File: config.mk
export PLATFORM = sky130hd
export DESIGN_NAME = light_organ_ctrl
export DESIGN_NICKNAME = d
export VERILOG_FILES = /design/src/rtl/light_organ_ctrl.sv
export SDC_FILE = /design/constraint.sdc
export NUM_CORES = 1
export LEC_CHECK = 0
export ABC_AREA = 1
export BUFFER_PORTS_ARGS = -buffer_cell sky130_fd_sc_hd__buf_2
export CORE_MARGIN = 2
export CORE_UTILIZATION = 61
export DETAILED_ROUTE_END_ITERATION = 8
export GPL_TIMING_DRIVEN = 0
export PLACE_DENSITY_LB_ADDON = 0.05
export SYNTH_ARGS = -nofsm -noshare
export SYNTH_HDL_FRONTEND = slang
export SYNTH_SLANG_ARGS = --single-unit
File: constraint.sdc
create_clock -name clk_sys -period 3.05 [get_ports clk_sys]
set_input_delay 0 -clock clk_sys [delete_from_list [all_inputs] [get_ports clk_sys]]
set_output_delay 0 -clock clk_sys [all_outputs]
set_load 0.02 [all_outputs]
File: src/rtl/light_organ_ctrl.sv
// Light-organ driver: per-channel peak-hold envelopes that drive the MiSTer LEDs by PWM
// (mode 00) or an external serial lamp chain on USER_OUT (mode 01).
module light_organ_ctrl #(
    parameter int CHANNELS     = 3,
    parameter int LEVEL_W      = 8,
    parameter int PWM_W        = 8,
    parameter int DECAY_SHIFT  = 3,
    parameter int LAMPS_PER_CH = 4,
    parameter int SHIFT_DIV    = 2
) (
    input  logic                        clk_sys,
    input  logic                        reset,
    input  logic                        sample_ce,
    input  logic [CHANNELS*LEVEL_W-1:0] level,
    input  logic [1:0]                  mode,
    output logic                        led_user,
    output logic [1:0]                  led_power,
    output logic [1:0]                  led_disk,
    output logic [6:0]                  user_out,
    output logic                        busy
);

    localparam int  NBITS   = CHANNELS * LAMPS_PER_CH;
    localparam int  LAMP_W  = LEVEL_W + $clog2(LAMPS_PER_CH) + 1;
    localparam int  BIT_W   = (NBITS > 1) ? $clog2(NBITS) : 1;
    localparam int  DIV_W   = (SHIFT_DIV > 1) ? $clog2(SHIFT_DIV) : 1;
    localparam logic [BIT_W-1:0] BIT_LAST = BIT_W'(NBITS - 1);
    localparam logic [DIV_W-1:0] DIV_LAST = DIV_W'(SHIFT_DIV - 1);
    localparam bit  HAS_CH1 = (CHANNELS >= 2);
    localparam bit  HAS_CH2 = (CHANNELS >= 3);

    typedef enum logic [1:0] {
        ST_IDLE,
        ST_SHIFT,
        ST_LATCH
    } state_t;

    logic [LEVEL_W-1:0] r_env [CHANNELS];
    logic [PWM_W-1:0]   r_pwm_cnt;
    logic               r_led_user;
    logic [1:0]         r_led_power;
    logic [1:0]         r_led_disk;

    state_t             r_state;
    logic [NBITS-1:0]   r_shreg;
    logic [DIV_W-1:0]   r_div;
    logic               r_phase;
    logic [BIT_W-1:0]   r_bit;
    logic               r_busy;
    logic               r_sdata;
    logic               r_sclk;
    logic               r_latch;
    logic               r_serial_en;

    logic [LEVEL_W-1:0] w_level [CHANNELS];
    logic [LEVEL_W-1:0] w_decay [CHANNELS];
    logic [2:0]         w_pwm_pad;
    logic [NBITS-1:0]   w_lamps;
    logic [NBITS-1:0]   w_shreg_next;
    logic               w_mode_led;
    logic               w_mode_ser;

    assign w_mode_led   = (mode == 2'b00);
    assign w_mode_ser   = (mode == 2'b01);
    assign w_shreg_next = r_shreg << 1;

    // NOTE: every always_comb output gets a default first so no path leaves it unassigned (no latch).
    always_comb begin
        w_pwm_pad = '0;
        w_lamps   = '0;
        for (int i = 0; i < CHANNELS; i++) begin
            w_level[i] = level[i*LEVEL_W +: LEVEL_W];
            w_decay[i] = r_env[i] - (r_env[i] >> DECAY_SHIFT);
            for (int k = 0; k < LAMPS_PER_CH; k++)
                w_lamps[i*LAMPS_PER_CH + k] =
                    (LAMP_W'(r_env[i]) * LAMP_W'(LAMPS_PER_CH)) > (LAMP_W'(k) << LEVEL_W);
        end
        // Only the first three channels have a MiSTer LED to drive.
        for (int i = 0; i < CHANNELS && i < 3; i++)
            w_pwm_pad[i] = r_env[i][LEVEL_W-1 -: PWM_W] > r_pwm_cnt;
    end

    // NOTE: the envelope array is a handful of flops, not a RAM, so it is cleared on reset like any register.
    always_ff @(posedge clk_sys) begin
        if (reset) begin
            for (int i = 0; i < CHANNELS; i++)
                r_env[i] <= '0;
        end else if (sample_ce) begin
            for (int i = 0; i < CHANNELS; i++)
                r_env[i] <= (w_level[i] > w_decay[i]) ? w_level[i] : w_decay[i];
        end
    end

    // NOTE: sequential state uses non-blocking assignments so every flop samples pre-edge values.
    always_ff @(posedge clk_sys) begin
        if (reset) begin
            r_pwm_cnt   <= '0;
            r_led_user  <= 1'b0;
            r_led_power <= 2'b00;
            r_led_disk  <= 2'b00;
        end else begin
            r_pwm_cnt   <= r_pwm_cnt + PWM_W'(1);
            r_led_user  <= w_mode_led & w_pwm_pad[0];
            r_led_power <= (w_mode_led && HAS_CH1) ? {1'b1, w_pwm_pad[1]} : 2'b00;
            r_led_disk  <= (w_mode_led && HAS_CH2) ? {1'b1, w_pwm_pad[2]} : 2'b00;
        end
    end

    always_ff @(posedge clk_sys) begin
        if (reset) begin
            r_state     <= ST_IDLE;
            r_shreg     <= '0;
            r_div       <= '0;
            r_phase     <= 1'b0;
            r_bit       <= '0;
            r_busy      <= 1'b0;
            r_sdata     <= 1'b0;
            r_sclk      <= 1'b0;
            r_latch     <= 1'b0;
            r_serial_en <= 1'b0;
        end else begin
            r_serial_en <= w_mode_ser;
            if (!w_mode_ser) begin
                // Leaving serial mode abandons any transfer immediately.
                r_state <= ST_IDLE;
                r_busy  <= 1'b0;
                r_sdata <= 1'b0;
                r_sclk  <= 1'b0;
                r_latch <= 1'b0;
            end else begin
                case (r_state)
                    ST_IDLE: begin
                        if (r_pwm_cnt == '0) begin
                            r_state <= ST_SHIFT;
                            r_shreg <= w_lamps;
                            r_sdata <= w_lamps[NBITS-1];
                            r_sclk  <= 1'b0;
                            r_latch <= 1'b0;
                            r_div   <= '0;
                            r_phase <= 1'b0;
                            r_bit   <= '0;
                            r_busy  <= 1'b1;
                        end
                    end
                    ST_SHIFT: begin
                        if (r_div == DIV_LAST) begin
                            r_div <= '0;
                            if (!r_phase) begin
                                r_phase <= 1'b1;
                                r_sclk  <= 1'b1;
                            end else begin
                                r_phase <= 1'b0;
                                r_sclk  <= 1'b0;
                                if (r_bit == BIT_LAST) begin
                                    r_state <= ST_LATCH;
                                    r_sdata <= 1'b0;
                                    r_latch <= 1'b1;
                                end else begin
                                    r_bit   <= r_bit + BIT_W'(1);
                                    r_shreg <= w_shreg_next;
                                    r_sdata <= w_shreg_next[NBITS-1];
                                end
                            end
                        end else begin
                            r_div <= r_div + DIV_W'(1);
                        end
                    end
                    ST_LATCH: begin
                        if (r_div == DIV_LAST) begin
                            r_div   <= '0;
                            r_state <= ST_IDLE;
                            r_latch <= 1'b0;
                            r_busy  <= 1'b0;
                        end else begin
                            r_div <= r_div + DIV_W'(1);
                        end
                    end
                    default: r_state <= ST_IDLE;
                endcase
            end
        end
    end

    assign led_user  = r_led_user;
    assign led_power = r_led_power;
    assign led_disk  = r_led_disk;
    assign busy      = r_busy;
    assign user_out  = r_serial_en ? {4'b1111, r_latch, r_sclk, r_sdata} : 7'h7F;

endmodule

* After elaboration in Yosys (flattened, before gate mapping)
Memories as Yosys holds them, arrays and structs flattened. Index checks and enable logic that the tools add are counted.
Cells by class: add/subtract/negate cells 6, multipliers 0, div/mod/pow operators 0, order comparisons 18, equality and inequality tests 10, shift operators 0, multiplexer cells 48, bitwise gates (word level) 6, reduce and logical (&&, ||, !) cells 18
Operators with widths (count):
- 10-bit > comparator (second input constant) | 6
- 8-bit > comparator | 6
- 8-bit two-way mux | 6
- 11-bit two-way mux | 4
- 10-bit by 1-bit > comparator with 1-bit output (second input constant) | 3
- 10-bit by 9-bit > comparator with 1-bit output (second input constant) | 3
- 8-bit by 5-bit subtractor with 8-bit output | 3
- 11-bit one-hot mux with 2 select lines | 1
- 1-bit two-way mux | 18
- 4-bit two-way mux | 4
- 2-bit two-way mux | 7
- 2-bit != test (second input constant) | 6
- 6-bit AND reduction | 2
- 3-bit AND reduction | 3
- 8-bit by 1-bit adder with 8-bit output (second input constant) | 1
- 8-bit logical NOT | 1
- 1-bit one-hot mux with 2 select lines | 4
- 4-bit one-hot mux with 2 select lines | 1
- 4-bit AND reduction | 2
- 2-bit one-hot mux with 3 select lines | 1
- 2-bit nonzero test | 3
- 2-bit OR reduction | 3
- 5-bit AND reduction | 1
- 4-bit by 1-bit adder with 4-bit output (second input constant) | 1
- 11 further kinds | 16
Storage, ports and cells: bits in registers 37, bits in latches 0, RAM bits 24, memory bits (read-only) 0, input port bits 29, output and inout port bits 13, logic and storage cells 123, memories kept 1
Memories:
- r_env | depth 3, bits a word 8, read ports 3, clocked after memory_dff 0, write ports 3, line 38 | logic [LEVEL_W-1:0] r_env [CHANNELS];

* Logic depth before layout (Yosys ltp)
depth after elaboration 5, depth in mapped cells 21, mapped depth without buffers 20

* Worst setup path before layout
OpenSTA, ideal clock, no wires.
path kind flip-flop to flip-flop, from memory r_env[1][3] (netlist: r_env[0][11]), to memory r_env[1][4] (netlist: r_env[0][12]) (data pin), library setup time 0.253 ns, data arrival time 2.492 ns, data required time 2.797 ns, setup slack 0.305 ns, cell stages (with the launch flop) 18, path buffers 1, clock period less this slack 2.745 ns, cell sequence edfxtp_1 ha_1 fa_1 inv_1 nand2_1 nand2_1 nand3_1 nand3_1 nand2_1 ha_1 nand2_1 nor2_1 nand4_1 nand2_1 buf_2 nand2_1 nand2_1 nor2_1
RTL lines (line):
- start: declaration | 38

==> impl_metrics.toml <==
[status]
status = "finished clean"

[power]
ir_drop_mv = 0.874
total_power_mw = 5.60
p_leak_nw = 3.11
power_density_nw_per_um2 = 918

[cells_and_area]
fin_cells = 958
area_delta_synth_final_pct = 19.3
num-nets-final = 950
drive_gt1_share_pct = 14.9
final_util_pct = 74.6
insertedDiodeCount = 0

[die]
die_area_um2 = 9130
initial_core_util_pct = 62.5
die_x_um = 95.6
std_cell_rows = 33
coreArea_um2 = 8180
die_y_um = 95.6
ios = 42

[setup_path]
crit_fanout = 10
cp-end-kind = "register"
crit_arrival_ps = 3080
required_ps = 3150
worstSetupPathType = "register to register"
start_kind = "register"

[global_route]
antenna_found_initial = 0
grt_pass1_vias = 4606
track_usage_pct = 28.1
grt_max_degree = 25
grt_pass1_wl_um = 20200
grt_overflow = 0

[drt]
num_vias = 4993
drtIter0Drc = 257
wl_per_cell_um = 13.1
firstDrtPassIters = 5
viasPerCell = 5.21
postRouteAntennaNets = 0
drc = 0
wirelength_um = 12500

[logic_synthesis]
syn_avg_cell_area_um2 = 6.77
yosys.cell_types.count = 38
synthAdderAreaFrac_pct = 18.3
synth_top_family_by_area = "simple AND/OR/NAND/NOR gates"
synthMuxAreaShare_pct = 0
synth_area_um2 = 5110
synth-compound-area-share_pct = 6.95
seq_area_frac_synth_pct = 28.2
async_reset_ff_share_pct = 0
yosys.area_share.simple_pct = 34.3
syn_inst = 755
ys_ff_latch = 60
synthFlopType = "dfxtp_1"
synth-xor-area-share_pct = 1.88
yosys_warnings = 0
synth-edff-count = 24

[placement]
hpwl_um = 9030
port_buffers = 36
place_inst = 899
dpl_worst_slack_ps = -125
gp_congestion = 0.842

[clock_network]
numCtsBuffers = 9
insertion_delay_ps = 350
root_buffer = "clkbuf_8"
path_clk_slew_ps = 70
clockBufferDepth = 2
clock_sinks = 60
h-tree-depth = 3
cts_tree = "done"

[sta]
maxSlewViolCount = 0
finalClockSkew_ps = 11.7
setup_slack_ps = 78.3
layout_min_cycle_time_ps = 2970
setup_viol = 0
fin_crit_sh_pct = 97.4
hold_viol = 0
max-slew-margin-rel_pct = 20.3
fmax_mhz = 337
tightest_slew_ps = 1190

[job]
maxCapViolCount = 0

[worst_hold_path]
min-delay-path-class = "input port to register"
==> metrics by stage <==
stage          hold WS [ps]  area (um2)  TNS (ps)
4_1_cts                4.05        5840         0
3_3_place_gp            278        5440      -102
5_1_grt                34.2        6100      -492
2_1_floorplan           105        5120         0
6_report               7.10        6100         0
3_5_place_dp            278        5440      -424
==> Yosys cell counts (6+ instances only) <==
| cell | count | share of area (%) |
|---|---|---|
| inv_1 | 106 | 7.8 |
| buf_4 | 6 | 0.88 |
| a21oi_1 | 40 | 3.9 |
| nand2_2 | 6 | 0.73 |
| o21ai_0 | 15 | 1.5 |
| dfxtp_1 | 36 | 14 |
| nand2_1 | 207 | 15 |
| nand4_1 | 10 | 1.2 |
| ha_1 | 70 | 17 |
| nand3_1 | 47 | 4.6 |
| nor3_1 | 6 | 0.59 |
| xor2_1 | 8 | 1.4 |
| nor2_1 | 123 | 9.0 |
| edfxtp_1 | 24 | 14 |
==> sequential cells by signal, summed over array words and instances (netlist names) <==
| signal | cells |
|---|---|
| led_disk | 1 |
| r_bit | 4 |
| r_sclk | 1 |
| r_serial_en | 1 |
| r_state | 2 |
| r_env | 24 |
| led_power | 2 |
| r_sdata | 1 |
| r_div | 1 |
| r_pwm_cnt | 8 |
| led_user | 1 |
| busy | 1 |
| r_phase | 1 |
| r_latch | 1 |
| r_shreg | 11 |
==> layout make-up <==
class | count | area [um2]
fillers | 662 | 2080
plain buffers | 18 | 126
flip-flops and latches | 60 | 1440
clock buffers | 10 | 149
multi-input cells | 570 | 3240
inverters | 110 | 415
well taps | 105 | 131
clock inverters | 6 | 43.8
repair buffers | 79 | 548
==> cell usage in the layout, fill, tap and decap left out, drive strengths merged, types with 3 or more instances in the layout <==
master / Yosys / routed
xnor2: 3 / 3
clkbuf: 5 / 15
a21oi: 40 / 40
and3: 3 / 3
clkinv: 0 / 3
o21ai: 16 / 16
conb: 1 / 4
fa: 3 / 3
a21o: 3 / 3
ha: 70 / 70
dfxtp: 36 / 36
nand2: 213 / 213
buf: 13 / 74
nand4: 10 / 10
edfxtp: 24 / 24
nor3: 6 / 6
xor2: 8 / 8
inv: 110 / 113
nor2: 129 / 129
dlygate4sd3: 0 / 18
nand3: 49 / 49
==> kinds of logic after synthesis <==
| family | count (synthesis) |
|---|---|
| compound gates | 66 |
| xor+xnor | 11 |
| fa+ha+maj | 73 |
| buf+inv | 128 |
| flops | 60 |
| other cells | 1 |
| simple gates | 416 |
==> report_power, final <==
part	switching [mW]	leakage (nW)	total [mW]	internal [mW]
sequential	0.146	0.557	1.15	1.01
clock	0.364	0.103	0.713	0.349
combinational	2.16	2.45	3.73	1.57
==> worst max-delay path, stage by stage, from the launching register on <==
cell and delay, ps:
edfxtp_1 450, buf_4 180, ha_1 320, or2_2 320
nand3_1 110, nand2_1 70, nand2_1 60, nand2_1 70
ha_1 290, nand2_1 80, nor2_2 170, nand4_1 160
nand2_2 140, buf_6 150, nand2_1 60, nand2_1 60
nor2_1 40
==> path summary, 6_finish.rpt <==
kind	slack, ps	startpoint	cells past startpoint	end
max	80	r_env[0][11]$_SDFFCE_PN0P_	16	r_env[0][12]$_SDFFCE_PN0P_
min	7	level[10]	3	r_env[0][10]$_SDFFCE_PN0P_
max reg2reg	80	r_env[0][11]$_SDFFCE_PN0P_	16	r_env[0][12]$_SDFFCE_PN0P_
min reg2reg	480	r_shreg[5]$_SDFFE_PP0P_	2	r_shreg[5]$_SDFFE_PP0P_
==> per-layer routing <==
metal	global-route usage (%)	wire, um
met2	51.0	6240
met1	34.5	5630
met3	3.16	499
met4	8.93	145
met5	0	0
==> repair_timing <==
item / CTS / global route
gates resized for setup: 2 / 22
pin swaps: 0 / 6
buffers inserted: 3 / 22
setup endpoints to repair: 11 / 24
cloned: 0 / 0
hold buffers: 18 / 0
endpoints found under the hold margin: 17 / 0
No activity file was read; power rests on OpenSTA's default activity.
